==> config.mk <==
export PLATFORM = sky130hd
export DESIGN_NAME = wishbone_bist_master
export DESIGN_NICKNAME = d
export VERILOG_FILES = /design/src/rtl/bist_pkg.sv /design/src/rtl/bist_pattern_gen.sv /design/src/rtl/wishbone_bist_master.sv
export SDC_FILE = /design/constraint.sdc
export NUM_CORES = 1
export LEC_CHECK = 0
export CORE_MARGIN = 8
export CORE_UTILIZATION = 41
export DETAILED_ROUTE_END_ITERATION = 8
export GPL_TIMING_DRIVEN = 0
export PLACE_DENSITY = 0.8
export SLEW_MARGIN = 20
export SYNTH_ARGS = -nofsm -noshare
export SYNTH_HDL_FRONTEND = slang
export SYNTH_SLANG_ARGS = --single-unit
export TNS_END_PERCENT = 10
==> constraint.sdc <==
create_clock -name wb_clk_i -period 1.85 [get_ports wb_clk_i]
set_input_delay 0.4625 -clock wb_clk_i [delete_from_list [all_inputs] [get_ports wb_clk_i]]
set_output_delay 0.4625 -clock wb_clk_i [all_outputs]
set_load 0.005 [all_outputs]
==> src/rtl/bist_pkg.sv <==
// Shared types and constants for the Wishbone BIST master.
// Contents: FSM state encoding, byte-select constant, error-counter width,
// and a helper that sizes the row index (minimum 1 bit).
package bist_pkg;

    localparam int unsigned DATA_W    = 32;
    localparam int unsigned ERR_CNT_W = 16;
    localparam logic [3:0]  SEL_ALL   = 4'hF;

    typedef enum logic [2:0] {
        ST_IDLE    = 3'd0,
        ST_WR_REQ  = 3'd1,
        ST_WR_WAIT = 3'd2,
        ST_WR_GAP  = 3'd3,
        ST_RD_REQ  = 3'd4,
        ST_RD_WAIT = 3'd5,
        ST_RD_GAP  = 3'd6,
        ST_DONE    = 3'd7
    } bist_state_e;

    // Row-index width; a single-row configuration still needs one bit.
    function automatic int unsigned bist_addr_w(input int unsigned rows);
        return (rows > 1) ? $clog2(rows) : 1;
    endfunction

endpackage

==> src/rtl/bist_pattern_gen.sv <==
// Test-pattern generator: data(row) = PATTERN ^ zero-extended row index.
// Shared by the write path and the read-compare path so both always agree.
// Ports:
//   row_i     in   ROW_W  row index
//   data_c_o  out  32     combinational pattern word for that row
module bist_pattern_gen
    import bist_pkg::*;
#(
    parameter logic [DATA_W-1:0] PATTERN = 32'hA5A5_A5A5,
    parameter int unsigned       ROW_W   = 9
) (
    input  logic [ROW_W-1:0]  row_i,
    output logic [DATA_W-1:0] data_c_o
);

    assign data_c_o = PATTERN ^ DATA_W'(row_i);

endmodule

==> src/rtl/wishbone_bist_master.sv <==
// Wishbone initiator that writes a deterministic pattern to every RAM row,
// reads every row back and counts mismatches. One transfer per bus cycle,
// with cyc/stb dropped between transfers so the slave bridge can re-arm.
// Optional build macro: BIST_ERR_CAPTURE_EN adds first-failure capture ports.
// Ports:
//   wb_clk_i, wb_rst_i          clock, synchronous active-high reset
//   start_i                     1-cycle start pulse, honoured only when idle
//   wbm_cyc/stb/we/sel/adr/dat_o  Wishbone master request (registered)
//   wbm_dat_i, wbm_ack_i        Wishbone slave response
//   busy_o, done_o, pass_o      run status (done sticky until next start)
//   timeout_o                   sticky; a strobe waited too long for ack
//   err_count_o                 saturating count of mismatching rows
//   first_fail_row_o/data_o     (BIST_ERR_CAPTURE_EN only) first mismatch
module wishbone_bist_master
    import bist_pkg::*;
#(
    parameter int unsigned       NO_OF_ROWS     = 256,
    parameter logic [DATA_W-1:0] BASE_ADDR      = 32'h3000_0000,
    parameter logic [DATA_W-1:0] PATTERN        = 32'hA5A5_A5A5,
    parameter int unsigned       TIMEOUT_CYCLES = 16
) (
    input  logic                 wb_clk_i,
    input  logic                 wb_rst_i,
    input  logic                 start_i,
    output logic                 wbm_cyc_o,
    output logic                 wbm_stb_o,
    output logic                 wbm_we_o,
    output logic [3:0]           wbm_sel_o,
    output logic [DATA_W-1:0]    wbm_adr_o,
    output logic [DATA_W-1:0]    wbm_dat_o,
    input  logic [DATA_W-1:0]    wbm_dat_i,
    input  logic                 wbm_ack_i,
    output logic                 busy_o,
    output logic                 done_o,
    output logic                 pass_o,
    output logic                 timeout_o,
    output logic [ERR_CNT_W-1:0] err_count_o
`ifdef BIST_ERR_CAPTURE_EN
    ,
    output logic [bist_addr_w(NO_OF_ROWS)-1:0] first_fail_row_o,
    output logic [DATA_W-1:0]                  first_fail_data_o
`endif
);

    localparam int unsigned ADDR_W = bist_addr_w(NO_OF_ROWS);
    localparam int unsigned ROW_W  = ADDR_W + 1;
    localparam int unsigned TCNT_W = $clog2(TIMEOUT_CYCLES + 1);
    localparam logic [ROW_W-1:0]  LAST_ROW  = ROW_W'(NO_OF_ROWS - 1);
    localparam logic [TCNT_W-1:0] TCNT_LAST = TCNT_W'(TIMEOUT_CYCLES - 1);

    bist_state_e state_q, state_d;

    logic                 cyc_q, cyc_d, stb_q, stb_d, we_q, we_d;
    logic [3:0]           sel_q, sel_d;
    logic [DATA_W-1:0]    adr_q, adr_d, dat_q, dat_d;
    logic [ROW_W-1:0]     row_q, row_d;
    logic [TCNT_W-1:0]    tcnt_q, tcnt_d;
    logic                 busy_q, busy_d, done_q, done_d, pass_q, pass_d, tmo_q, tmo_d;
    logic [ERR_CNT_W-1:0] err_q, err_d;
`ifdef BIST_ERR_CAPTURE_EN
    logic [ADDR_W-1:0]    ff_row_q, ff_row_d;
    logic [DATA_W-1:0]    ff_dat_q, ff_dat_d;
`endif

    logic [DATA_W-1:0] pat_data;
    logic              in_wait, tmo_hit, last_row, mismatch;

    bist_pattern_gen #(
        .PATTERN (PATTERN),
        .ROW_W   (ROW_W)
    ) u_pattern (
        .row_i    (row_q),
        .data_c_o (pat_data)
    );

    assign in_wait  = (state_q == ST_WR_WAIT) || (state_q == ST_RD_WAIT);
    // An ack arriving on the expiry edge takes priority over the timeout.
    assign tmo_hit  = in_wait && !wbm_ack_i && (tcnt_q == TCNT_LAST);
    assign last_row = (row_q == LAST_ROW);
    assign mismatch = (state_q == ST_RD_WAIT) && wbm_ack_i && (wbm_dat_i != pat_data);

    // State register.
    always_ff @(posedge wb_clk_i) begin
        if (wb_rst_i) state_q <= ST_IDLE;
        else          state_q <= state_d;
    end

    // Next-state logic.
    always_comb begin
        state_d = state_q;
        unique case (state_q)
            ST_IDLE:    if (start_i) state_d = ST_WR_REQ;
            ST_WR_REQ:  state_d = ST_WR_WAIT;
            ST_WR_WAIT: if (wbm_ack_i) state_d = ST_WR_GAP;
                        else if (tmo_hit) state_d = ST_DONE;
            ST_WR_GAP:  state_d = last_row ? ST_RD_REQ : ST_WR_REQ;
            ST_RD_REQ:  state_d = ST_RD_WAIT;
            ST_RD_WAIT: if (wbm_ack_i) state_d = ST_RD_GAP;
                        else if (tmo_hit) state_d = ST_DONE;
            ST_RD_GAP:  state_d = last_row ? ST_DONE : ST_RD_REQ;
            ST_DONE:    state_d = ST_IDLE;
            default:    state_d = ST_IDLE;
        endcase
    end

    // Output / datapath next values; everything holds unless a state acts on it.
    always_comb begin
        cyc_d  = cyc_q;
        stb_d  = stb_q;
        we_d   = we_q;
        sel_d  = sel_q;
        adr_d  = adr_q;
        dat_d  = dat_q;
        row_d  = row_q;
        tcnt_d = tcnt_q;
        busy_d = busy_q;
        done_d = done_q;
        pass_d = pass_q;
        tmo_d  = tmo_q;
        err_d  = err_q;
`ifdef BIST_ERR_CAPTURE_EN
        ff_row_d = ff_row_q;
        ff_dat_d = ff_dat_q;
`endif
        unique case (state_q)
            ST_IDLE: begin
                if (start_i) begin
                    busy_d = 1'b1;
                    done_d = 1'b0;
                    pass_d = 1'b0;
                    tmo_d  = 1'b0;
                    err_d  = '0;
                    row_d  = '0;
`ifdef BIST_ERR_CAPTURE_EN
                    ff_row_d = '0;
                    ff_dat_d = '0;
`endif
                end
            end
            ST_WR_REQ, ST_RD_REQ: begin
                cyc_d  = 1'b1;
                stb_d  = 1'b1;
                we_d   = (state_q == ST_WR_REQ);
                sel_d  = SEL_ALL;
                adr_d  = BASE_ADDR + (DATA_W'(row_q) << 2);
                dat_d  = (state_q == ST_WR_REQ) ? pat_data : '0;
                tcnt_d = '0;
            end
            ST_WR_WAIT, ST_RD_WAIT: begin
                if (wbm_ack_i || tmo_hit) begin
                    cyc_d = 1'b0;
                    stb_d = 1'b0;
                    we_d  = 1'b0;
                    sel_d = '0;
                end
                if (wbm_ack_i) begin
                    if (mismatch) begin
                        if (err_q != {ERR_CNT_W{1'b1}}) err_d = err_q + ERR_CNT_W'(1);
`ifdef BIST_ERR_CAPTURE_EN
                        // err_q==0 marks the first mismatch of this run.
                        if (err_q == '0) begin
                            ff_row_d = row_q[ADDR_W-1:0];
                            ff_dat_d = wbm_dat_i;
                        end
`endif
                    end
                end else if (tmo_hit) begin
                    tmo_d = 1'b1;
                end else begin
                    tcnt_d = tcnt_q + TCNT_W'(1);
                end
            end
            ST_WR_GAP: row_d = last_row ? '0 : row_q + ROW_W'(1);
            ST_RD_GAP: row_d = last_row ? row_q : row_q + ROW_W'(1);
            ST_DONE: begin
                busy_d = 1'b0;
                done_d = 1'b1;
                pass_d = (err_q == '0) && !tmo_q;
            end
            default: ;
        endcase
    end

    // Output and datapath registers.
    always_ff @(posedge wb_clk_i) begin
        if (wb_rst_i) begin
            cyc_q  <= 1'b0;
            stb_q  <= 1'b0;
            we_q   <= 1'b0;
            sel_q  <= '0;
            adr_q  <= '0;
            dat_q  <= '0;
            row_q  <= '0;
            tcnt_q <= '0;
            busy_q <= 1'b0;
            done_q <= 1'b0;
            pass_q <= 1'b0;
            tmo_q  <= 1'b0;
            err_q  <= '0;
`ifdef BIST_ERR_CAPTURE_EN
            ff_row_q <= '0;
            ff_dat_q <= '0;
`endif
        end else begin
            cyc_q  <= cyc_d;
            stb_q  <= stb_d;
            we_q   <= we_d;
            sel_q  <= sel_d;
            adr_q  <= adr_d;
            dat_q  <= dat_d;
            row_q  <= row_d;
            tcnt_q <= tcnt_d;
            busy_q <= busy_d;
            done_q <= done_d;
            pass_q <= pass_d;
            tmo_q  <= tmo_d;
            err_q  <= err_d;
`ifdef BIST_ERR_CAPTURE_EN
            ff_row_q <= ff_row_d;
            ff_dat_q <= ff_dat_d;
`endif
        end
    end

    assign wbm_cyc_o   = cyc_q;
    assign wbm_stb_o   = stb_q;
    assign wbm_we_o    = we_q;
    assign wbm_sel_o   = sel_q;
    assign wbm_adr_o   = adr_q;
    assign wbm_dat_o   = dat_q;
    assign busy_o      = busy_q;
    assign done_o      = done_q;
    assign pass_o      = pass_q;
    assign timeout_o   = tmo_q;
    assign err_count_o = err_q;
`ifdef BIST_ERR_CAPTURE_EN
    assign first_fail_row_o  = ff_row_q;
    assign first_fail_data_o = ff_dat_q;
`endif

endmodule

# Word-level counts from Yosys, hierarchy flattened
# Index checks and enable logic that the tools add are counted.
[word_totals] regBits=107 input_bits=36 output_inout_bits=91 word_cells=94
[classes] add_sub_neg=4 eq_ne=20 muxes=33 n_bitwise=1 n_reduce_logical=23
[op_table] cell="2-to-1 mux 16 bit" n=4
[op_table] cell="2-to-1 mux 32 bit" n=1
[op_table] cell="!= test 32 bit" n=1
[op_table] cell="one-hot mux 16 bit (2 select lines)" n=1
[op_table] cell="adder 30 x 11 -> 31 bit, first input constant" n=1
[op_table] cell="2-to-1 mux 9 bit" n=3
[op_table] cell="one-hot mux 9 bit (3 select lines)" n=1
[op_table] cell="one-hot mux 3 bit (8 select lines)" n=1
[op_table] cell="!= test 2 bit, second input constant" n=9
[op_table] cell="adder 16 x 1 -> 16 bit, second input constant" n=1
[op_table] cell="logical NOT 16 bit" n=1
[op_table] cell="!= test 16 bit, second input constant" n=1
[op_table] cell="NOT 5 -> 16 bit" n=1
[op_table] cell="2-to-1 mux 3 bit" n=5
[op_table] cell="equality test 3 bit, second input constant" n=4
[op_table] cell="one-hot mux 1 bit (2 select lines)" n=6
[op_table] cell="2-to-1 mux 5 bit" n=2
[op_table] cell="one-hot mux 5 bit (2 select lines)" n=1
[op_table] cell="adder 9 x 1 -> 9 bit, second input constant" n=1
[op_table] cell="equality test 9 x 8 -> 1 bit, second input constant" n=1
[op_table] cell="one-hot mux 4 bit (2 select lines)" n=1
[op_table] cell="equality test 3 x 2 -> 1 bit, second input constant" n=2
[op_table] cell="AND reduction 3 bit" n=2
[op_table] cell="nonzero test 2 bit" n=3
[op_table] cell="15 further kinds" n=27

# Longest topological paths before layout
[depth] ltp_word=7 mapped_depth=11 ltp_nobuf=10

# Cells and area by module
# Synthesis repeated with hierarchy kept, for this count alone.
[hier_totals] cells_unflattened=490 hier_area_um2=4294.1
[modules_own_cells] module="wishbone_bist_master" instances=1 cells_each=456 area_per_inst_um2=4065.1 seq_area_each_um2=1621.6
[modules_own_cells] module="bist_pattern_gen" instances=1 cells_each=34 area_per_inst_um2=229.0 seq_area_each_um2=0.0

# Worst setup path before layout
# No wires, ideal clock.
[synth_timing] path_type="register to register" startpoint="register row_q[0]" endpoint="register row_q[5]" setup_time_ps=120 t_arrival_ps=1925 t_required_ps=1730 setup_slack_ps=-195 path_stages_with_launch=11 path_buffers=0 synth_period_minus_slack_ps=2045 cell_sequence="dfxtp_1 ha_1 nand3_1 or2_2 inv_1 ha_1 o21ai_0 a21oi_1 nor3_1 xnor2_1 nor2_1"
[synth_between] elab_chain_len=3 elab_cells_between_ends=7 cone_classes="add/sub: 1; eq/ne: 2; mux: 3; reduce/logical: 1"
[synth_rtl] element="from (decl)" line="wishbone_bist_master.sv:56" text="logic [ROW_W-1:0] row_q, row_d;"
[synth_rtl] element="from (signal assigned)" line="wishbone_bist_master.sv:211" text="row_q <= row_d;"
[synth_rtl] element="adder 9 x 1 -> 9 bit / equality test 9 x 8 -> 1 bit (equally long branches)" line="wishbone_bist_master.sv:173, wishbone_bist_master.sv:174, wishbone_bist_master.sv:79"
[synth_rtl] element="2-to-1 mux 9 bit, or another cell as far along" line="wishbone_bist_master.sv:174" text="ST_RD_GAP: row_d = last_row ? row_q : row_q + ROW_W'(1);"
[synth_rtl] element="one-hot mux 9 bit (3 select lines) / AND reduction 3 bit (equally long branches)"
# Several ways; a longest one is shown, not always the timed one. The select of a mux whose other input is x is not followed.
# A chain may end at the register's enable or synchronous reset.

# Worst setup path in the final report
[layout_timing] startpoint="register state_q[0]" endpoint="register err_q[15] (netlist: err_count_o[15])"
[layout_between] elab_chain_len=5 elab_cells_between_ends=13 cone_classes="eq/ne: 6; mux: 1; reduce/logical: 6"
[layout_rtl] element="from (decl)" line="wishbone_bist_master.sv:51" text="bist_state_e state_q, state_d;"
[layout_rtl] element="from (signal assigned)" line="wishbone_bist_master.sv:85" text="else state_q <= state_d;"
[layout_rtl] element="equality test 3 bit" line="wishbone_bist_master.sv:80, wishbone_bist_master.sv:125"
[layout_rtl] element="logical AND 1 bit (2 in series)" line="wishbone_bist_master.sv:80" text="assign mismatch = (state_q == ST_RD_WAIT) && wbm_ack_i && (wbm_dat_i != pat_data);"
[layout_rtl] element="!= test 2 bit (no line)"
[layout_rtl] element="AND reduction 5 bit (no line)"
[layout_rtl] element="to (signal assigned)" line="wishbone_bist_master.sv:217" text="err_q <= err_d;"
[layout_rtl] element="to (decl)" line="wishbone_bist_master.sv:59" text="logic [ERR_CNT_W-1:0] err_q, err_d;"
# Several ways; a longest one is shown, not always the timed one.

==> out/metrics.csv <==
stage;metric;value;unit
status;status;complete, but fails checks;
status;failing checks;setup timing;
clocking;clk sink count;59;
pwr;VDD IR-drop max;0.000478;V
clocking;Hold Buf Count CTS;0;
timing;clk_skew;0.00701;ns
yosys;Primary FF master, synth;dfxtp_1;
drt;met3 wire length;883;µm
clocking;Max Buffers Root-to-Sink;2;
timing;final worst path period need;1.94;ns
setup_path;reg-to-reg endpoint;err_count_o[15]$_SDFFE_PP0P_;
grt;number of global-route vias before repair;3557;
floorplanning;total I/O pin count;127;
yosys;synthesized area per cell;7.79;µm²
min_path;Tightest Hold Check Type;reg2reg;
setup_path;CP startpoint kind;flop;
clocking;CTS tree;done;
drt;max layer used;met4;
setup_path;worst reg-to-reg setup slack;-0.09;ns
place;Place WS;-0.795;ns
setup_path;CP Max Fanout;10;
setup_path;critical path capture point type;flop;
place;Placer Congestion;0.851;
floorplanning;Initial Util;0.420;
timing;final setup vio count;15;
grt;Total Routing Usage GR;0.181;
timing;Worst-Margin Slew;0.577;ns
floorplanning;Die Y;107;µm
yosys;sequential fraction of the synthesis area;0.345;
drt;wirelength, routed;10900;µm
yosys;largest area contributor in the netlist;dfxtp_1;
floorplanning;Horiz. Die Dim;107;µm
drt;routed wl met2;5450;µm
run;MaxCap Viol Count;0;
place;port bufs;93;
timing;RSZ-0062 raised after global routing;yes;
layout;filler cell count in the final layout;689;
drt;M1 WL;4310;µm
grt;largest net degree at the start of global routing;14;
yosys;Post-Synthesis Cells;439;
clocking;Root Buffer;clkbuf_8;
layout;Final #Nets;635;
setup_path;number of cells on the critical path;6;
drt;post-route ant nets;0;
yosys;post-synthesis cell area;0.00342;mm²
yosys;FF+latch count, synth;59;
pwr;PwrDens;632;mW/mm²
drt;vias per cell;5.23;
grt;grt ovf;0;
setup_path;CP arrival;2.18;ns
timing;fin worst setup slack;-0.0875;ns
layout;share of cells above drive strength 1;0.326;
layout;antenna cells;0;
yosys;yosys warns;0;
setup_path;beginning of the critical path;state_q[0]$_SDFFE_PP0N_;
floorplanning;core box area;0.00813;mm²
drt;routed wire length per instance;15.5;µm
layout;Layout area overhead;53.9;%
clocking;clock slew at reported path FFs;0.06;ns
drt;router iterations before antenna repair;5;
setup_path;CP endpoint;err_count_o[15]$_SDFFE_PP0P_;
floorplanning;Die ar.;0.0115;mm²
place;Post-DP HPWL;7520;µm
timing;max-slew violation count;0;
timing;relative slew slack;0.615;
layout;commonest non-fill, non-tap cell in the layout;buf_4;
grt;initial antenna violation count;0;
pwr;static leakage;2.17;nW
yosys;Synth cell types;56;
clocking;CTS Buf Count;9;
yosys;Post-synth EDFFs;0;
setup_path;Largest delay share family, worst path;simple AND/OR/NAND/NOR gates;
setup_path;slowest cell delay on critical path;0.54;ns
yosys;ranking of synthesized cells by area;dfxtp_1 35%, buf_4 11%, nor2_1 6.0%;
setup_path;Critical Path RT;2.09;ns
setup_path;Buf+Inv Stages, Crit Path;1;
layout;commonest cells after routing, fill and taps aside;75 x buf_4, 54 x nor2_1, 48 x clkdlybuf4s50_1, 37 x nand2_1, 35 x a21oi_1;
yosys;Synth top area share;0.345;
timing;Final Cycle Share;1.05;
clocking;H-Tree Depth;3;
min_path;Worst Hold Depth;2;
timing;Fin. Hold Viols;0;
grt;first-pass GRT wire length;17000;µm
min_path;hold path start;wbm_adr_o[6]$_SDFFE_PP0P_;
timing;FMAX;0.516;GHz
setup_path;Worst R2R Start;state_q[0]$_SDFFE_PP0N_;
setup_path;reg2reg path depth;6;
layout;Final Util;0.647;
setup_path;critical path's slowest cell;or4_1;
drt;Remaining DRCs;0;
setup_path;critical path class;reg2reg;
drt;DRT iter0 DRCs;235;
setup_path;CP cell instances;buf_6, or3b_4, o21ai_4, nand2b_4, or4_1, o31ai_2;
floorplanning;row count;33;
yosys;Post-synth ARST share;0;
drt;via count;3667;
clocking;Clk Latency, worst-skew pair;0.34;ns
## layer usage
layer / global-route usage / vias up
met2: 0.308 / 164
met5: 0 / -
met4: 0.0653 / 0
li1: - / 1759
met1: 0.206 / 1726
met3: 0.0611 / 18
## sequential cells by signal, summed over array words and instances, names as in the netlist, 3 cells and up
register	flops
row_q	9
err_count_o	16
tcnt_q	5
wbm_dat_o	10
wbm_adr_o	10
state_q	3
## synthesized netlist by cell type (5+ instances only)
| library cell | number |
|---|---|
| nand2b_1 | 9 |
| buf_4 | 51 |
| nor4_1 | 5 |
| nor3_1 | 7 |
| o21ai_0 | 11 |
| nand3_1 | 23 |
| dfxtp_1 | 59 |
| a22oi_1 | 6 |
| a21oi_1 | 38 |
| inv_1 | 7 |
| xnor2_1 | 7 |
| a31oi_1 | 7 |
| clkbuf_1 | 13 |
| nand4_1 | 8 |
| o31ai_1 | 6 |
| and3_1 | 8 |
| nor2_1 | 55 |
| o21ai_1 | 12 |
| ha_1 | 7 |
| nand2_1 | 40 |
| xor2_1 | 10 |
## layout make-up
class / instances / area (µm²) / share of cell area
clock inverters: 1 / 30.0 / 0.00571
plain buffers: 68 / 477 / 0.0906
flip-flops and latches: 59 / 1230 / 0.235
clock buffers: 14 / 183 / 0.0347
well taps: 105 / 131 / 0.0250
repair buffers: 113 / 1020 / 0.195
multi-input cells: 333 / 2150 / 0.409
inverters: 8 / 30.0 / 0.00571
## logic make-up after synthesis
family | after synthesis | synth area share
and+or+nand+nor | 179 | 0.262
AOI/OAI and AO/OA | 96 | 0.173
buffers and inverters | 79 | 0.146
DFF | 59 | 0.345
xor gates and xnor gates | 17 | 0.0435
adders and majority gates | 7 | 0.0256
other | 1 | 0.00110
muxes | 1 | 0.00293
## repair_timing
action	in CTS	in global routing
cloned	2	0
endpoints found under the setup margin	50	64
setup buffers	13	5
pin swaps	29	20
gates resized for setup	112	75
## stage by stage
stage | std cells | power [W] | hold WS (ns) | cell area (µm²) | setup TNS, ns
finish | 701 | 0.00332 | 0.460 | 5260 | -0.684
global route | 701 | 0.00348 | 0.488 | 5260 | -1.85
CTS | 698 | 0.00330 | 0.464 | 5060 | -0.590
detailed placement | 669 | 0.00204 | 0.456 | 4630 | -22.35
global placement | 669 | 0.00202 | 0.447 | 4630 | -20.61
floorplan | 471 | 0.00174 | 0.453 | 3570 | -1.12
## worst min path at each step
| stage | end | slack [ns] |
|---|---|---|
| 2_1_floorplan | busy_o$_SDFFE_PP0P_ | 0.45 |
| 3_3_place_gp | busy_o$_SDFFE_PP0P_ | 0.45 |
| 3_5_place_dp | wbm_adr_o[10]$_SDFFE_PP0P_ | 0.46 |
| 4_1_cts | wbm_adr_o[10]$_SDFFE_PP0P_ | 0.46 |
| 5_1_grt | wbm_adr_o[10]$_SDFFE_PP0P_ | 0.49 |
| 6_report | wbm_adr_o[6]$_SDFFE_PP0P_ | 0.46 |
## power by group
part           total, W  internal [W]  switching [W]
logic          0.000724      0.000394       0.000330
registers       0.00135       0.00130      0.0000473
clock network   0.00125      0.000763       0.000488
total           0.00332       0.00246       0.000865
## worst reg2reg max path: cells and delay by family (launching register included)
family / cells / cell delay, ns
and+or+nand+nor: 3 / 1.05
buffers and inverters: 1 / 0.13
AOI/OAI and AO/OA: 2 / 0.35
DFF: 1 / 0.31
No activity file was read; power rests on OpenSTA's default activity.
